**src/rtl/stopwatch_bcd.sv**
```systemverilog
// stopwatch_bcd: MM:SS stopwatch in BCD, advanced by rising edges of a slow divider output.
//
// The divider output and the three pushbuttons are treated as asynchronous data inputs:
// each goes through a synchronizer chain and a rising-edge detector running on clk_in.
// All displayed values and status flags are registered.
//
// Ports:
//   clk_in      system clock; all state on its rising edge
//   reset       asynchronous active-low reset
//   tick_in     divider square wave; each rising edge is one second
//   btn_start   start/stop button (level, pre-debounced)
//   btn_clear   clear button (level)
//   btn_lap     lap-freeze button (level)
//   min_tens    BCD minutes tens digit
//   min_ones    BCD minutes ones digit
//   sec_tens    BCD seconds tens digit (0..5)
//   sec_ones    BCD seconds ones digit
//   running     high while counting
//   lap_active  high while the display shows the lap snapshot
//   done        high once the count has saturated at MAX_MIN:59
module stopwatch_bcd #(
  parameter int unsigned MAX_MIN     = 59,
  parameter int unsigned SYNC_STAGES = 2
) (
  input  logic       clk_in,
  input  logic       reset,
  input  logic       tick_in,
  input  logic       btn_start,
  input  logic       btn_clear,
  input  logic       btn_lap,
  output logic [3:0] min_tens,
  output logic [3:0] min_ones,
  output logic [3:0] sec_tens,
  output logic [3:0] sec_ones,
  output logic       running,
  output logic       lap_active,
  output logic       done
);

  localparam logic [3:0] MaxMinTens = 4'(MAX_MIN / 10);
  localparam logic [3:0] MaxMinOnes = 4'(MAX_MIN % 10);

  typedef struct packed {
    logic [3:0] mt;
    logic [3:0] mo;
    logic [3:0] st;
    logic [3:0] so;
  } bcd_time_t;

  typedef enum logic [1:0] {StIdle, StRun, StPause, StDone} state_e;

  // ---------------------------------------------------------------------------
  // Input conditioning
  // ---------------------------------------------------------------------------
  logic [3:0]             raw;
  logic [3:0]             sync_q [SYNC_STAGES];
  logic [3:0]             prev_q;
  logic [SYNC_STAGES:0]   arm_q;
  logic [3:0]             ev;
  logic                   ev_tick;
  logic                   ev_start;
  logic                   ev_clear;
  logic                   ev_lap;

  assign raw = {btn_lap, btn_clear, btn_start, tick_in};

  always_ff @(posedge clk_in or negedge reset) begin
    if (!reset) begin
      for (int unsigned i = 0; i < SYNC_STAGES; i++) begin
        sync_q[i] <= '0;
      end
      prev_q <= '0;
      arm_q  <= '0;
    end else begin
      sync_q[0] <= raw;
      for (int unsigned i = 1; i < SYNC_STAGES; i++) begin
        sync_q[i] <= sync_q[i-1];
      end
      prev_q <= sync_q[SYNC_STAGES-1];
      arm_q  <= {arm_q[SYNC_STAGES-1:0], 1'b1};
    end
  end

  // Edge detection stays masked until the chain has been refilled after reset, so an input
  // that was already high when reset released is seen as a level, not as a new press.
  assign ev       = sync_q[SYNC_STAGES-1] & ~prev_q & {4{arm_q[SYNC_STAGES]}};
  assign ev_tick  = ev[0];
  assign ev_start = ev[1];
  assign ev_clear = ev[2];
  assign ev_lap   = ev[3];

  // ---------------------------------------------------------------------------
  // Datapath next-state
  // ---------------------------------------------------------------------------
  state_e    state_q;
  bcd_time_t count_q;
  bcd_time_t snap_q;
  logic      lap_q;

  bcd_time_t count_inc;
  bcd_time_t count_adv;
  bcd_time_t count_d;
  bcd_time_t snap_d;
  bcd_time_t disp_d;
  logic      lap_d;
  logic      at_max;
  logic      do_inc;

  // BCD cascade; saturation keeps min_tens from ever passing MaxMinTens.
  always_comb begin
    count_inc = count_q;
    if (count_q.so != 4'd9) begin
      count_inc.so = count_q.so + 4'd1;
    end else begin
      count_inc.so = 4'd0;
      if (count_q.st != 4'd5) begin
        count_inc.st = count_q.st + 4'd1;
      end else begin
        count_inc.st = 4'd0;
        if (count_q.mo != 4'd9) begin
          count_inc.mo = count_q.mo + 4'd1;
        end else begin
          count_inc.mo = 4'd0;
          count_inc.mt = count_q.mt + 4'd1;
        end
      end
    end
  end

  assign at_max = (count_q == {MaxMinTens, MaxMinOnes, 4'd5, 4'd9});

  always_comb begin
    do_inc    = (state_q == StRun) && ev_tick && !at_max;
    count_adv = do_inc ? count_inc : count_q;
    count_d   = count_adv;
    snap_d    = snap_q;
    lap_d     = lap_q;
    if (ev_clear) begin
      count_d = '0;
      snap_d  = '0;
      lap_d   = 1'b0;
    end else if (ev_lap) begin
      if (state_q inside {StRun, StPause}) begin
        lap_d = !lap_q;
        // Snapshot includes an increment landing in the same cycle.
        if (!lap_q) begin
          snap_d = count_adv;
        end
      end else if (state_q == StDone) begin
        lap_d = 1'b0;
      end
    end
    disp_d = lap_d ? snap_d : count_d;
  end

  // ---------------------------------------------------------------------------
  // FSM and registered outputs
  // ---------------------------------------------------------------------------
  always_ff @(posedge clk_in or negedge reset) begin
    if (!reset) begin
      state_q    <= StIdle;
      count_q    <= '0;
      snap_q     <= '0;
      lap_q      <= 1'b0;
      min_tens   <= 4'd0;
      min_ones   <= 4'd0;
      sec_tens   <= 4'd0;
      sec_ones   <= 4'd0;
      running    <= 1'b0;
      lap_active <= 1'b0;
      done       <= 1'b0;
    end else begin
      count_q    <= count_d;
      snap_q     <= snap_d;
      lap_q      <= lap_d;
      lap_active <= lap_d;
      min_tens   <= disp_d.mt;
      min_ones   <= disp_d.mo;
      sec_tens   <= disp_d.st;
      sec_ones   <= disp_d.so;

      if (ev_clear) begin
        state_q <= StIdle;
        running <= 1'b0;
        done    <= 1'b0;
      end else begin
        unique case (state_q)
          StIdle: begin
            // A tick arriving alongside the start press is not counted.
            if (ev_start) begin
              state_q <= StRun;
              running <= 1'b1;
            end
          end
          StRun: begin
            if (ev_tick && at_max) begin
              state_q <= StDone;
              running <= 1'b0;
              done    <= 1'b1;
            end else if (ev_start) begin
              state_q <= StPause;
              running <= 1'b0;
            end
          end
          StPause: begin
            if (ev_start) begin
              state_q <= StRun;
              running <= 1'b1;
            end
          end
          StDone: begin
            // Only clear leaves DONE.
          end
        endcase
      end
    end
  end

endmodule

```
**config.mk**
```make
export PLATFORM = sky130hd
export DESIGN_NAME = stopwatch_bcd
export DESIGN_NICKNAME = d
export VERILOG_FILES = /design/src/rtl/stopwatch_bcd.sv
export SDC_FILE = /design/constraint.sdc
export NUM_CORES = 1
export LEC_CHECK = 0
export CORE_MARGIN = 1
export CORE_UTILIZATION = 30
export CTS_CLUSTER_SIZE = 25
export DETAILED_ROUTE_END_ITERATION = 6
export GPL_ROUTABILITY_DRIVEN = 0
export PLACE_DENSITY_LB_ADDON = 0.05
export SYNTH_ARGS = -nofsm -noshare
export SYNTH_HDL_FRONTEND = slang
export SYNTH_SLANG_ARGS = --single-unit
export TNS_END_PERCENT = 20
```
**constraint.sdc**
```tcl
create_clock -name clk_in -period 5.3 [get_ports clk_in]
set_input_delay 0.795 -clock clk_in [delete_from_list [all_inputs] [get_ports clk_in]]
set_output_delay 0.795 -clock clk_in [all_outputs]
set_load 0.005 [all_outputs]
```
---- After elaboration in Yosys (flattened, before gate mapping) ----
Index checks and enable logic that the tools add are counted.
operators by class
  add/sub/neg operators ................... 4
  multiply operators ...................... 0
  divide/modulo/power cells ............... 0
  order comparisons ....................... 0
  eq/ne operators ......................... 9
  shift-type cells ........................ 0
  mux-type cells .......................... 30
  bitwise logic cells ..................... 3
  reductions and logical operators ........ 13
operators by type and width
  operator                count
  $mux W16                7
  $add A4 B1 Y4 const B   4
  $eq A16 B15 Y1 const B  1
  $mux W4                 4
  $mux W12                1
  $mux W1                 11
  $and A4 B4 Y4           2
  $mux W2                 4
  $mux W8                 1
  $ne A4 B3 Y1 const B    2
  $ne A4 B4 Y1 const B    2
  $reduce_bool A2 Y1      3
  $eq A2 B2 Y1 const B    2
  $not A4 Y4              1
  $pmux W2 S2             1
  $logic_and A1 B1 Y1     3
  $ne A3 B1 Y1 const B    1
  $reduce_and A3 Y1       1
  $reduce_bool A3 Y1      1
  $eq A2 B1 Y1 const B    1
  $logic_not A1 Y1        2
  $logic_not A2 Y1        1
  $pmux W1 S2             1
  $reduce_and A2 Y1       1
  $reduce_or A2 Y1        1
storage, ports and cells
  bits in registers ....................... 68
  bits in latches ......................... 0
  bits in writable memories ............... 0
  memory bits (read-only) ................. 0
  bits of input ports ..................... 6
  output and inout bits ................... 19
  word-level logic and storage cells ...... 79
  memories ................................ 0

---- Logic depth before layout (Yosys ltp) ----
  word-level depth ........................ 11
  gate-level depth with buffers ........... 10
  gate-level depth less buffers ........... 7

---- Worst setup path before layout ----
Ideal clock, no wire load.
  path kind ............................... register to register
  from .................................... register state_q[1]
  to ...................................... register snap_q[13] in the netlist's numbering
  setup time .............................. 0.080 ns
  data arrival time ....................... 1.974 ns
  data required time ...................... 5.220 ns
  slack ................................... 3.247 ns
  stages on the path, launching flop included .. 11
  buffers on the path ..................... 3
  path through ............................ dfrtp_1 > inv_1 > ha_1 > and4b_1 > buf_6 > and3_4 > buf_6 > and2_4 > buf_6 > mux2_4 > o22ai_2
RTL lines
  element                   line  RTL
  start: declaration        95    state_e state_q;
  start signal: assignment  161   state_q <= StIdle;
  start signal: assignment  183   state_q <= StIdle;
  start signal: assignment  191   state_q <= StRun;
  end signal: assignment    174   snap_q <= snap_d;
  end: declaration          97    bcd_time_t snap_q;

==> impl_metrics.toml <==
[run_status]
run_status = "complete, no violations"

[grt]
grtUsageMet1_pct = 21.0
grtUsageMet3_pct = 2.57
grt_overflow = 0
grt_max_degree = 69
gr-usage-all-layers_pct = 13.6
use_met2_pct = 18.2
grt.busiest_layer = "met1"
antenna_found_initial = 0
grt_pass1_vias = 1945
grt_pass1_wl_mm = 10.4

[timing]
skew_ns = 0.0125
tns_ns = 0
hold_viol_final = 0
min_period_ns = 2.31
rsz0062_at_grt = "false"
max_freq_ghz = 0.433
fin_crit_sh_pct = 43.6
worst_pin_slew_ns = 0.932
maxSlewViolCount = 0
slew-limit-headroom_pct = 37.8
finalWorstSetupSlack_ns = 2.99
setup_violations = 0

[worst_setup_path]
crit_chain = "inv_1 -> ha_1 -> and4b_1 -> nand2_1 -> o31a_2 -> o21ai_0 -> o22ai_1"
path_class = "reg2reg"
critPathSlowestCell = "dfrtp_1"
crit_fanout = 9
cp.depth = 7
cp.arrival_ns = 2.52
cp_data_required_time_ns = 5.51
cp_num_buf_inv = 1
rr_worst_depth = 7
slowest_delay_ns = 0.41
critPathCaptureType = "flop"
path_delay_family = "compound AO/OA/AOI/OAI gates"
critPathLaunchType = "flop"

[layout]
drive_above_1_share_pct = 10.7
diodes = 0
syn_to_final_growth_pct = 19.8
layoutNonFillerInstCount = 429
layout.nets = 313

[clock_tree]
cts_setup_buffers = 0
cts_tree = "done"
cts_sinks = 68
cts-htree-levels = 3
cts_buffer_depth = 2
cts-buffers-inserted = 9
cts-root-buf = "clkbuf_8"
clk_latency_ns = 0.34
ctsHoldBuffers = 0
cts_resized = 0
clk_pin_slew_ns = 0.08

[detailed_routing]
via_per_inst = 4.75
drt-pass1-iter-count = 4
wl_mm = 6.24
drc_errors = 0
drt_iter0_drc = 122
routedWlPerCell_um = 14.6
drtAntennaViolNets = 0
via_count = 2036

[synthesis]
ys_warn_count = 0
synth-seq-area-share_pct = 58.0
synthArstFlopShare_pct = 100
ys_ff_latch = 68
yosys.area.top_type_share_pct = 58.0
synth_cells = 274
syn_nets = 292
synth_edf_count = 0
synth.most_common_cell = "dfrtp_1"
yosysTopAreaCell = "dfrtp_1"
synth_cell_types = 48
post_synth.cell_area_avg_um2 = 10.7
synth_area_leaders = "dfrtp_1 58%, ha_1 5.1%, a21oi_1 4.9%, o21ai_0 4.6%, nor2_1 3.1%"
synthTopCellsByCount = "68 x dfrtp_1, 29 x a21oi_1, 27 x o21ai_0, 24 x nor2_1, 18 x nand2_1"
synth_ff_type = "dfrtp_1"
synth_area_um2 = 2940

[floorplanning]
die_y_um = 101
fp.coreArea_um2 = 9370
die_x_um = 101
rows = 35
dieArea_um2 = 10200
start_util_pct = 31.3
ios = 25

[pwr]
p_leak_nw = 1.58
p_total_mw = 1.34
powerDensity_nw_per_um2 = 381
peakVddDrop_uv = 161

[placement]
port_buffers = 24
post-place-cells = 413
dp_slack_ns = 2.99
dp_hpwl_mm = 3.89

[flow_run]
maxCapViolations = 0

[worst_hold_path]
hold_depth = 0
hold_path_class = "reg2reg"
sequential cells by signal (all words and copies together) (netlist names), 2 cells and up:
| name | cells |
|---|---|
| count_q | 16 |
| snap_q | 16 |
| sync_q | 8 |
| min_ones | 4 |
| min_tens | 4 |
| prev_q | 4 |
| sec_ones | 4 |
| sec_tens | 4 |
| arm_q | 3 |
| state_q | 2 |
metal layers:
layer	routed length, µm	share of wire (%)	vias up
met5	0	0	-
met4	112	1.8	0
met3	164	2.6	9
met2	2550	41	30
met1	3410	55	991
li1	-	-	1006
per-stage QoR:
| stage | utilization, % | instance area (µm²) | hold slack [ns] |
|---|---|---|---|
| after global placement | 35.0 | 3280 | 0.332 |
| after floorplan | - | 2940 | 0.331 |
| after global routing | 37.5 | 3520 | 0.363 |
| final | 37.5 | 3520 | 0.352 |
| after CTS | 37.5 | 3520 | 0.354 |
| after detailed placement | 35.0 | 3280 | 0.335 |
power by group:
part | internal [mW] | switching [mW]
Sequential | 0.584 | 0.0313
Clock | 0.314 | 0.206
Combinational | 0.100 | 0.103
placed cells by master (no fill, tap or decap), types with 2 or more instances in the layout:
cell type and count:
clkdlybuf4s50_1 23, xor2_1 3, o32ai_1 2, inv_1 9, nand3_1 10, and3b_1 4
o211a_1 2, nor3_1 8, nand4_1 2, ha_1 12, o22ai_1 4, nor2b_1 2
clkbuf_8 9, clkinv_4 2, o21ai_0 26, a21oi_1 29, bufinv_16 3, nand3b_1 2
buf_4 3, a32oi_1 2, nand2_1 18, a211oi_1 2, dfrtp_1 68, nor2_1 23
path summary, 6_finish.rpt:
kind	from	end	slack, ns
hold reg to reg	sync_q[6]$_DFF_PN0_	sync_q[2]$_DFF_PN0_	0.35
max in group asynchronous	reset	count_q[13]$_DFF_PN0_	4.06
setup / recovery	state_q[1]$_DFFE_PN0P_	snap_q[7]$_DFF_PN0_	2.99
hold / removal	sync_q[6]$_DFF_PN0_	sync_q[2]$_DFF_PN0_	0.35
setup reg to reg	state_q[1]$_DFFE_PN0P_	snap_q[7]$_DFF_PN0_	2.99
min in group asynchronous	reset	arm_q[1]$_DFF_PN0_	0.65
cells by family after synthesis:
kind of cell | share of synthesized area (%)
adder cells (fa/ha/maj) | 5.11
buffers and inverters | 4.22
XOR/XNOR | 1.19
other | 0.128
AND/OR/NAND/NOR | 14.2
multiplexers | 0.852
flip-flops | 58.0
AO/OA/AOI/OAI | 16.4
cell type report:
type                       count  area (µm²)
clock buffer                  10         128
fill                         946        5860
timing repair buffer          27         258
sequential                    68        1700
inverter                       9        33.8
multi-input combinational    180        1120
tap                          129         161
clock inverter                 6         113
No activity file was read; power rests on OpenSTA's default activity.
